--- src/rtl/axis_alu_arbiter_pkg.sv ---
// Shared types and helpers for the AxisALU requester arbiter.
package axis_alu_arbiter_pkg;

    typedef enum logic {
        ARB_IDLE = 1'b0,
        ARB_LOCK = 1'b1
    } arb_state_t;

    function automatic int idx_width(input int n);
        return (n > 1) ? $clog2(n) : 1;
    endfunction

endpackage

--- src/rtl/axis_rr_grant.sv ---
// Combinational round-robin picker: first requester strictly after rr_ptr, wrapping.
module axis_rr_grant #(
    parameter int CHANNELS = 4,
    parameter int IDX_W    = 2
) (
    input  logic [CHANNELS-1:0] req,
    input  logic [IDX_W-1:0]    rr_ptr,
    output logic [IDX_W-1:0]    grant,
    output logic                any_req
);

    logic [IDX_W-1:0] idx;

    // Scan from the farthest offset down so the nearest requester wins.
    always_comb begin
        grant   = rr_ptr;
        any_req = 1'b0;
        idx     = '0;
        for (int i = CHANNELS; i >= 1; i--) begin
            idx = IDX_W'((int'(rr_ptr) + i) % CHANNELS);
            if (req[idx]) begin
                grant   = idx;
                any_req = 1'b1;
            end
        end
    end

endmodule

--- src/rtl/axis_alu_arbiter.sv ---
// Shares one AxisALU among CHANNELS AXI-Stream requesters: packet-locked round-robin
// on the operand side, tid-based demux on the result side.
module axis_alu_arbiter
    import axis_alu_arbiter_pkg::*;
#(
    parameter int CHANNELS    = 4,
    parameter int OP0_WIDTH   = 16,
    parameter int OP1_WIDTH   = 16,
    parameter int RSLT_WIDTH  = OP0_WIDTH + OP1_WIDTH - 1,
    parameter int ID_WIDTH    = 8,
    parameter bit LAST_ENABLE = 1'b1
) (
    input  logic                           clk,
    input  logic                           rstn,
    input  logic [CHANNELS*OP0_WIDTH-1:0]  s_axis_tdata_op0,
    input  logic [CHANNELS*OP1_WIDTH-1:0]  s_axis_tdata_op1,
    input  logic [CHANNELS-1:0]            s_axis_tlast,
    input  logic [CHANNELS-1:0]            s_axis_tvalid,
    output logic [CHANNELS-1:0]            s_axis_tready,
    output logic [OP0_WIDTH-1:0]           m_alu_tdata_op0,
    output logic [OP1_WIDTH-1:0]           m_alu_tdata_op1,
    output logic                           m_alu_tlast,
    output logic [ID_WIDTH-1:0]            m_alu_tid,
    output logic                           m_alu_tvalid,
    input  logic                           m_alu_tready,
    input  logic [RSLT_WIDTH-1:0]          s_alu_tdata,
    input  logic                           s_alu_tlast,
    input  logic [ID_WIDTH-1:0]            s_alu_tid,
    input  logic                           s_alu_tvalid,
    output logic                           s_alu_tready,
    output logic [CHANNELS*RSLT_WIDTH-1:0] m_axis_tdata,
    output logic [CHANNELS-1:0]            m_axis_tlast,
    output logic [CHANNELS-1:0]            m_axis_tvalid,
    input  logic [CHANNELS-1:0]            m_axis_tready,
    output logic                           tid_err
);

    localparam int IDX_W = idx_width(CHANNELS);
    localparam logic [ID_WIDTH:0] TID_LIM = (ID_WIDTH + 1)'(CHANNELS);

    if (ID_WIDTH < IDX_W) begin : g_id_width_check
        $error("axis_alu_arbiter: ID_WIDTH too small for CHANNELS");
    end

    arb_state_t       state, state_nxt;
    logic [IDX_W-1:0] grant_idx, rr_ptr, rr_pick;
    logic             any_req;

    logic                 sel_vld_p0, sel_last_p0, accept_p0, pkt_end_p0, fwd_rdy;
    logic [OP0_WIDTH-1:0] sel_op0_p0;
    logic [OP1_WIDTH-1:0] sel_op1_p0;

    logic                 out_vld_p1, out_last_p1, skid_vld_p1, skid_last_p1;
    logic [OP0_WIDTH-1:0] out_op0_p1, skid_op0_p1;
    logic [OP1_WIDTH-1:0] out_op1_p1, skid_op1_p1;
    logic [IDX_W-1:0]     out_tid_p1, skid_tid_p1;

    axis_rr_grant #(.CHANNELS(CHANNELS), .IDX_W(IDX_W)) u_rr_grant (
        .req     (s_axis_tvalid),
        .rr_ptr  (rr_ptr),
        .grant   (rr_pick),
        .any_req (any_req)
    );

    // Stage p0: granted requester selected and offered to the skid stage.
    always_comb begin
        sel_vld_p0    = 1'b0;
        sel_last_p0   = 1'b0;
        sel_op0_p0    = '0;
        sel_op1_p0    = '0;
        s_axis_tready = '0;
        for (int k = 0; k < CHANNELS; k++) begin
            if (grant_idx == IDX_W'(k)) begin
                sel_vld_p0       = s_axis_tvalid[k];
                sel_last_p0      = s_axis_tlast[k];
                sel_op0_p0       = s_axis_tdata_op0[k*OP0_WIDTH +: OP0_WIDTH];
                sel_op1_p0       = s_axis_tdata_op1[k*OP1_WIDTH +: OP1_WIDTH];
                s_axis_tready[k] = (state == ARB_LOCK) && fwd_rdy;
            end
        end
    end

    assign fwd_rdy    = !skid_vld_p1;
    assign accept_p0  = (state == ARB_LOCK) && sel_vld_p0 && fwd_rdy;
    assign pkt_end_p0 = accept_p0 && (sel_last_p0 || !LAST_ENABLE);

    always_comb begin
        state_nxt = state;
        case (state)
            ARB_IDLE: if (any_req)    state_nxt = ARB_LOCK;
            ARB_LOCK: if (pkt_end_p0) state_nxt = ARB_IDLE;
            default:                  state_nxt = ARB_IDLE;
        endcase
    end

    always_ff @(posedge clk or negedge rstn) begin
        if (!rstn) begin
            state     <= ARB_IDLE;
            grant_idx <= '0;
            rr_ptr    <= IDX_W'(CHANNELS - 1);
        end else begin
            state <= state_nxt;
            if (state == ARB_IDLE && any_req) grant_idx <= rr_pick;
            if (pkt_end_p0)                   rr_ptr    <= grant_idx;
        end
    end

    // Stage p1: output register plus one skid entry; upstream ready depends only on skid occupancy.
    always_ff @(posedge clk or negedge rstn) begin
        if (!rstn) begin
            out_vld_p1  <= 1'b0;
            skid_vld_p1 <= 1'b0;
        end else if (!out_vld_p1 || m_alu_tready) begin
            out_vld_p1  <= skid_vld_p1 || accept_p0;
            skid_vld_p1 <= 1'b0;
        end else if (accept_p0) begin
            skid_vld_p1 <= 1'b1;
        end
    end

    always_ff @(posedge clk) begin
        if (!out_vld_p1 || m_alu_tready) begin
            if (skid_vld_p1) begin
                out_op0_p1  <= skid_op0_p1;
                out_op1_p1  <= skid_op1_p1;
                out_last_p1 <= skid_last_p1;
                out_tid_p1  <= skid_tid_p1;
            end else if (accept_p0) begin
                out_op0_p1  <= sel_op0_p0;
                out_op1_p1  <= sel_op1_p0;
                out_last_p1 <= sel_last_p0;
                out_tid_p1  <= grant_idx;
            end
        end else if (accept_p0) begin
            skid_op0_p1  <= sel_op0_p0;
            skid_op1_p1  <= sel_op1_p0;
            skid_last_p1 <= sel_last_p0;
            skid_tid_p1  <= grant_idx;
        end
    end

    assign m_alu_tvalid    = out_vld_p1;
    assign m_alu_tdata_op0 = out_op0_p1;
    assign m_alu_tdata_op1 = out_op1_p1;
    assign m_alu_tlast     = out_last_p1;
    assign m_alu_tid       = ID_WIDTH'(out_tid_p1);

    // Result side: combinational demux; unknown tags are swallowed.
    always_comb begin
        m_axis_tvalid = '0;
        s_alu_tready  = 1'b1;
        for (int k = 0; k < CHANNELS; k++) begin
            if (s_alu_tid == ID_WIDTH'(k)) begin
                m_axis_tvalid[k] = s_alu_tvalid;
                s_alu_tready     = m_axis_tready[k];
            end
        end
    end

    assign m_axis_tdata = {CHANNELS{s_alu_tdata}};
    assign m_axis_tlast = {CHANNELS{s_alu_tlast}};

    always_ff @(posedge clk or negedge rstn) begin
        if (!rstn)
            tid_err <= 1'b0;
        else if (s_alu_tvalid && ({1'b0, s_alu_tid} >= TID_LIM))
            tid_err <= 1'b1;
    end

endmodule

--- config.mk ---
export PLATFORM = sky130hd
export DESIGN_NAME = axis_alu_arbiter
export DESIGN_NICKNAME = d
export VERILOG_FILES = /design/src/rtl/axis_alu_arbiter_pkg.sv /design/src/rtl/axis_rr_grant.sv /design/src/rtl/axis_alu_arbiter.sv
export SDC_FILE = /design/constraint.sdc
export NUM_CORES = 1
export LEC_CHECK = 0
export CORE_AREA = 2 2 141 143
export CTS_CLUSTER_DIAMETER = 60
export DETAILED_ROUTE_END_ITERATION = 10
export DIE_AREA = 0 0 143 145
export HOLD_SLACK_MARGIN = 0.08
export SKIP_CTS_REPAIR_TIMING = 1
export SLEW_MARGIN = 10
export SYNTH_ARGS = -nofsm -noshare
export SYNTH_HDL_FRONTEND = slang
export SYNTH_SLANG_ARGS = --single-unit
export TNS_END_PERCENT = 30
--- constraint.sdc ---
create_clock -name clk -period 4.2 [get_ports clk]
set_clock_uncertainty 0.2 [all_clocks]
set_input_delay 1.05 -clock clk [delete_from_list [all_inputs] [get_ports clk]]
set_output_delay 1.05 -clock clk [all_outputs]
set_load 0.02 [all_outputs]
Word-level counts from Yosys, hierarchy flattened
Cells that the tools add are included.
W data, S select, Z words.
{"block": "totals", "reg_bits": 78, "latch_bits": 0, "mem_bits_rw": 0, "rom_bits": 0, "inputBits": 184, "output_inout_bits": 180, "elab_cells": 104, "memories": 0}
{"block": "classes", "add_sub_neg": 4, "multipliers": 0, "n_div": 0, "n_lt_le_gt_ge": 5, "eq_ne": 6, "shift": 0, "mux": 57, "n_bitwise": 2, "reduce_logical": 16}
{"operator": "$mux W16", "n": 12}
{"operator": "$mux W1", "n": 34}
{"operator": "$eq A8 B2 Y1 const B", "n": 2}
{"operator": "$lt A2 B3 Y1 const B", "n": 4}
{"operator": "$mux W2", "n": 6}
{"operator": "$bmux W1 S2", "n": 4}
{"operator": "$eq A8 B1 Y1 const B", "n": 1}
{"operator": "$ge A8 B3 Y1 const B", "n": 1}
{"operator": "$logic_not A8 Y1", "n": 1}
{"operator": "$logic_and A1 B1 Y1", "n": 6}
{"operator": "$add A2 B1 Y2 const B", "n": 2}
{"operator": "$add A2 B2 Y2 const B", "n": 2}
{"operator": "$eq A2 B2 Y1 const B", "n": 2}
{"operator": "$reduce_and A2 Y1", "n": 2}
{"operator": "$reduce_bool A2 Y1", "n": 2}
{"operator": "$eq A2 B1 Y1 const B", "n": 1}
{"operator": "$logic_not A1 Y1", "n": 2}
{"operator": "$logic_not A2 Y1", "n": 1}
{"operator": "$logic_or A1 B1 Y1", "n": 2}
{"operator": "$not A1 Y1", "n": 2}
{"operator": "$pmux W1 S2", "n": 1}

Longest topological paths before layout
{"block": "depth", "depth_word": 10, "mapped_depth": 6, "mapped_depth_nobuf": 4}

By module
From an unflattened synthesis, not the netlist that was laid out.
{"block": "hier_totals", "cells_unflattened": 346, "area_unflattened_um2": 4897.2}
{"module": "axis_alu_arbiter", "instances": 1, "cells_per_inst": 332, "area_each_um2": 4814.6, "seq_area_each_um2": 2304.7}
{"module": "axis_rr_grant", "instances": 1, "cells_per_inst": 14, "area_each_um2": 82.6, "seq_area_each_um2": 0.0}

Worst setup path after synthesis
No wires, ideal clock.
{"block": "synth_timing", "kind": "input-to-reg", "startpoint": "input port s_axis_tvalid[1]", "endpoint": "register out_op0_p1[0], in the netlist m_alu_tdata_op0[0], enable pin", "setup_time_ns": 0.439, "t_arrival_ns": 3.179, "required_ns": 3.561, "setup_slack_ns": 0.382, "path_stages": 4, "path_buffers": 0, "path_cell_list": "mux2i_1 > mux2i_4 > a21oi_1 > a21oi_1"}
{"block": "synth_via", "elab_chain_cells": 7}
{"element": "start: declaration", "line": "axis_alu_arbiter.sv:18", "source": "input logic [CHANNELS-1:0] s_axis_tvalid,"}
{"element": "$mux W1 (3 in a row)", "line": "axis_alu_arbiter.sv:73", "source": "if (grant_idx == IDX_W'(k)) begin"}
{"element": "$logic_and A1 B1 Y1 (2 in a row)", "line": "axis_alu_arbiter.sv:84", "source": "assign accept_p0 = (state == ARB_LOCK) && sel_vld_p0 && fwd_rdy;"}
{"element": "$reduce_bool A2 Y1 (no source line)"}
{"element": "$reduce_and A2 Y1 (no source line)"}
{"element": "end signal: assignment", "line": "axis_alu_arbiter.sv:124", "source": "out_op0_p1 <= skid_op0_p1;"}
{"element": "end signal: assignment", "line": "axis_alu_arbiter.sv:129", "source": "out_op0_p1 <= sel_op0_p0;"}
{"element": "end: declaration", "line": "axis_alu_arbiter.sv:54", "source": "logic [OP0_WIDTH-1:0] out_op0_p1, skid_op0_p1;"}
Every way passes these cells.
A chain may end at the register's enable or synchronous reset.

Worst setup path in the final report
{"block": "layout_timing", "startpoint": "input port s_alu_tid[5]", "endpoint": "output port s_alu_tready"}
{"block": "layout_via", "elab_chain_cells": 5, "elab_cells_between_ends": 8, "classes_between": "eq/ne: 3; mux: 4; reduce/logical: 1"}
{"element": "start: declaration", "line": "axis_alu_arbiter.sv:28", "source": "input logic [ID_WIDTH-1:0] s_alu_tid,"}
{"element": "$logic_not A8 Y1", "line": "axis_alu_arbiter.sv:153", "source": "if (s_alu_tid == ID_WIDTH'(k)) begin"}
{"element": "$mux W1 (3 in a row)", "line": "axis_alu_arbiter.sv:153"}
{"element": "$mux W1 (*)", "line": "axis_alu_arbiter.sv:153"}
{"element": "end: declaration", "line": "axis_alu_arbiter.sv:30", "source": "output logic s_alu_tready,"}
Mark *: on every way between the ends. The rest lies on a longest branch, timed or not.

==> key figures <==
Routing
  – Vias/cell: 4.30
  – Total wire length: 13.0 mm
  – WL per Instance: 18.8 um
  – TritonRoute pass-1 iters: 4
  – Initial DRC count: 124
  – DR vias: 2,970
  – DRT antenna net count: 0
  – DRC violations left: 0

Setup path
  – Crit path from: s_alu_tid[5]
  – R2R Setup Slk: 1500 ps
  – Most used cell, CP: clkdlybuf4s50_1
  – Slowest stage cell on the critical path: or4_1
  – Worst reg2reg endpoint: rr_ptr[0]$_DFFE_PN1P_
  – Crit end category: primary output
  – Worst reg-to-reg path cell count: 5
  – CP Cell Sequence: clkdlybuf4s50_1 -> or4_1 -> nor3_2 -> buf_4 -> nand2b_1 -> clkdlybuf4s50_1
  – Critical Path RT: 2950 ps
  – Crit-path max FO: 3
  – CP Launch Type: input port
  – Worst path max stage delay: 530 ps
  – Critical path class: input port to primary output
  – R2r startpoint: grant_idx[0]$_DFFE_PN0P_
  – CP arrival: 2850 ps
  – CP endpoint: s_alu_tready

Yosys
  – Synth cell count leaders: buf_4 (134), edfxtp_1 (70), mux2_2 (37)
  – Largest area contributor in the netlist: edfxtp_1
  – Synth area leaders: edfxtp_1 (43%), buf_4 (20%), mux4_2 (15%)
  – #FFs+latches synth: 78
  – Unique masters post-synth: 35
  – Synth async-reset ratio: 0.103
  – Post-synth EDFFs: 70
  – Top-count cell post-synth: buf_4
  – Mapped Avg Cell Area: 14.1 um^2
  – Synth top area share: 0.428
  – Syn Inst Count: 349
  – Post-synthesis sequential area ratio: 0.469
  – Synth Flop Type: edfxtp_1
  – Syn Std Cell Area: 0.00491 mm^2
  – Synth Warn #: 0

Die
  – Die width: 143 um
  – Die height: 145 um
  – Num rows: 51
  – Die Area: 0.0207 mm^2
  – Core outline area: 0.0192 mm^2
  – Effective utilization at floorplan: 0.256
  – # IOs: 364

Global routing
  – Global Route Usage Sum: 0.122
  – First-pass GRT wire length: 18.8 mm
  – Vias in the first global route: 3,133
  – Largest net degree at the start of global routing: 36
  – Initial antenna violation count: 0
  – Grt total ovfl: 0

Placement
  – Place WS: -133 ps
  – Gpl congestion: 0.710
  – Post-DP HPWL: 10.4 mm
  – Dpl cell area: 0.00621 mm^2
  – Placed Instances: 675
  – # port buffers: 197

Power and ir drop
  – Lkg Pwr: 0.00230 uW
  – Final Power: 4270 uW
  – VDD IR max: 0.231 mV
  – PwrDens: 654 mW/mm^2

STA
  – Worst Tran Pin Value: 513 ps
  – PnR worst setup slack: 98.2 ps
  – Period minus WS final: 4100 ps
  – RSZ-0062 raised after global routing: no
  – Slew headroom: 0.657
  – Final hold viol count: 0
  – FMAX: 244 MHz
  – Fin crit share: 0.977
  – Final setup fails: 0
  – Pins Over Slew Limit: 0

Clocking
  – Total CTS buffers: 9
  – Root Buffer: clkbuf_16
  – Reg clk slew, reported paths: 60 ps
  – CTS tree: yes
  – CTS max path bufs: 2
  – Clk sinks: 78
  – Clock H-tree levels: 3
  – Worst-Skew Late Latency: 330 ps

Status
  – Status: finished, final reports clean

Cells and area
  – Design Area, Final: 0.00654 mm^2
  – Ant diodes: 0
  – Final core occ: 0.340
  – Layout cells sized above 1: 0.239
  – Nets: 605
  – Synth-to-layout area growth: 33.1%
  – Final non-filler cell total: 691

Worst hold path
  – Worst hold path class: register to register
  – Hold path depth: 1

Flow run
  – Max-cap violations: 0
-- layout make-up --
cell class | instances | area (um^2)
fillers | 1832 | 12700
well taps | 265 | 332
flip-flops and latches | 78 | 2310
clock inverters | 7 | 85.1
clock buffers | 9 | 225
multi-input cells | 125 | 1530
inverters | 3 | 11.3
repair buffers | 204 | 2050
-- per-layer routing --
| metal | vias to the layer above | global-route usage | share of wire |
|---|---|---|---|
| met3 | 14 | 0.0479 | 0.11 |
| met4 | 0 | 0.0391 | 0.013 |
| met1 | 1441 | 0.108 | 0.31 |
| li1 | 1303 | - | - |
| met2 | 212 | 0.242 | 0.57 |
| met5 | - | 0 | 0 |
-- metrics by stage --
stage	hold slack, ps	setup TNS, ps
after global placement	285	-302
after detailed placement	265	-459
after global routing	316	0
final	286	0
after CTS	284	-501
after floorplan	234	0
-- layout by cell type (no fill, tap or decap), types with 2 or more instances in the layout --
master             n
clkdlybuf4s50_1  193
edfxtp_1          70
mux2_2            37
mux4_2            33
clkbuf_16          9
nand2_1            7
nor2_1             7
conb_1             6
buf_4              6
inv_6              5
dlymetal6s2s_1     4
inv_1              3
mux2i_1            3
a21oi_1            3
a21o_1             3
dfrtp_2            3
dfrtp_1            3
o22a_1             2
nand2b_1           2
nor3b_1            2
nor3_1             2
and3_1             2
a31oi_1            2
mux2_1             2
dfstp_2            2
-- worst min-delay path by stage --
stage                                   startpoint                       end  slack (ps)
final                          tid_err$_DFFE_PN0P_       tid_err$_DFFE_PN0P_         290
after global routing           tid_err$_DFFE_PN0P_       tid_err$_DFFE_PN0P_         320
after CTS                      tid_err$_DFFE_PN0P_       tid_err$_DFFE_PN0P_         280
after detailed placement       tid_err$_DFFE_PN0P_       tid_err$_DFFE_PN0P_         270
after global placement         tid_err$_DFFE_PN0P_       tid_err$_DFFE_PN0P_         280
after floorplan           grant_idx[1]$_DFFE_PN0P_  skid_tid_p1[1]$_DFFE_PP_         230
-- worst max-delay path: cells and delay by family --
kind	cells	cell delay (ps)
buf+inv	3	1070
simple gates	3	720
-- report_power, final --
group / leakage (uW) / switching (uW) / internal, uW
registers: 0.000734 / 156 / 1330
clock network: 0.000154 / 325 / 475
logic: 0.00141 / 941 / 1050
-- cells by family after synthesis --
family | Yosys count | synth area share
AO/OA/AOI/OAI | 14 | 0.0199
flip-flops | 78 | 0.469
other | 1 | 0.000764
buffers and inverters | 151 | 0.227
AND/OR/NAND/NOR | 29 | 0.0311
multiplexers | 76 | 0.252
-- state kept, by name (all words and copies together) (netlist names) --
| signal | count |
|---|---|
| m_alu_tdata_op0 | 16 |
| tid_err | 1 |
| state | 1 |
| m_alu_tlast | 1 |
| skid_op0_p1 | 16 |
| skid_tid_p1 | 2 |
| out_tid_p1 | 2 |
| skid_last_p1 | 1 |
| grant_idx | 2 |
| rr_ptr | 2 |
| m_alu_tdata_op1 | 16 |
| m_alu_tvalid | 1 |
| skid_vld_p1 | 1 |
| skid_op1_p1 | 16 |
Note: power is estimated with default switching activity, not from simulation.
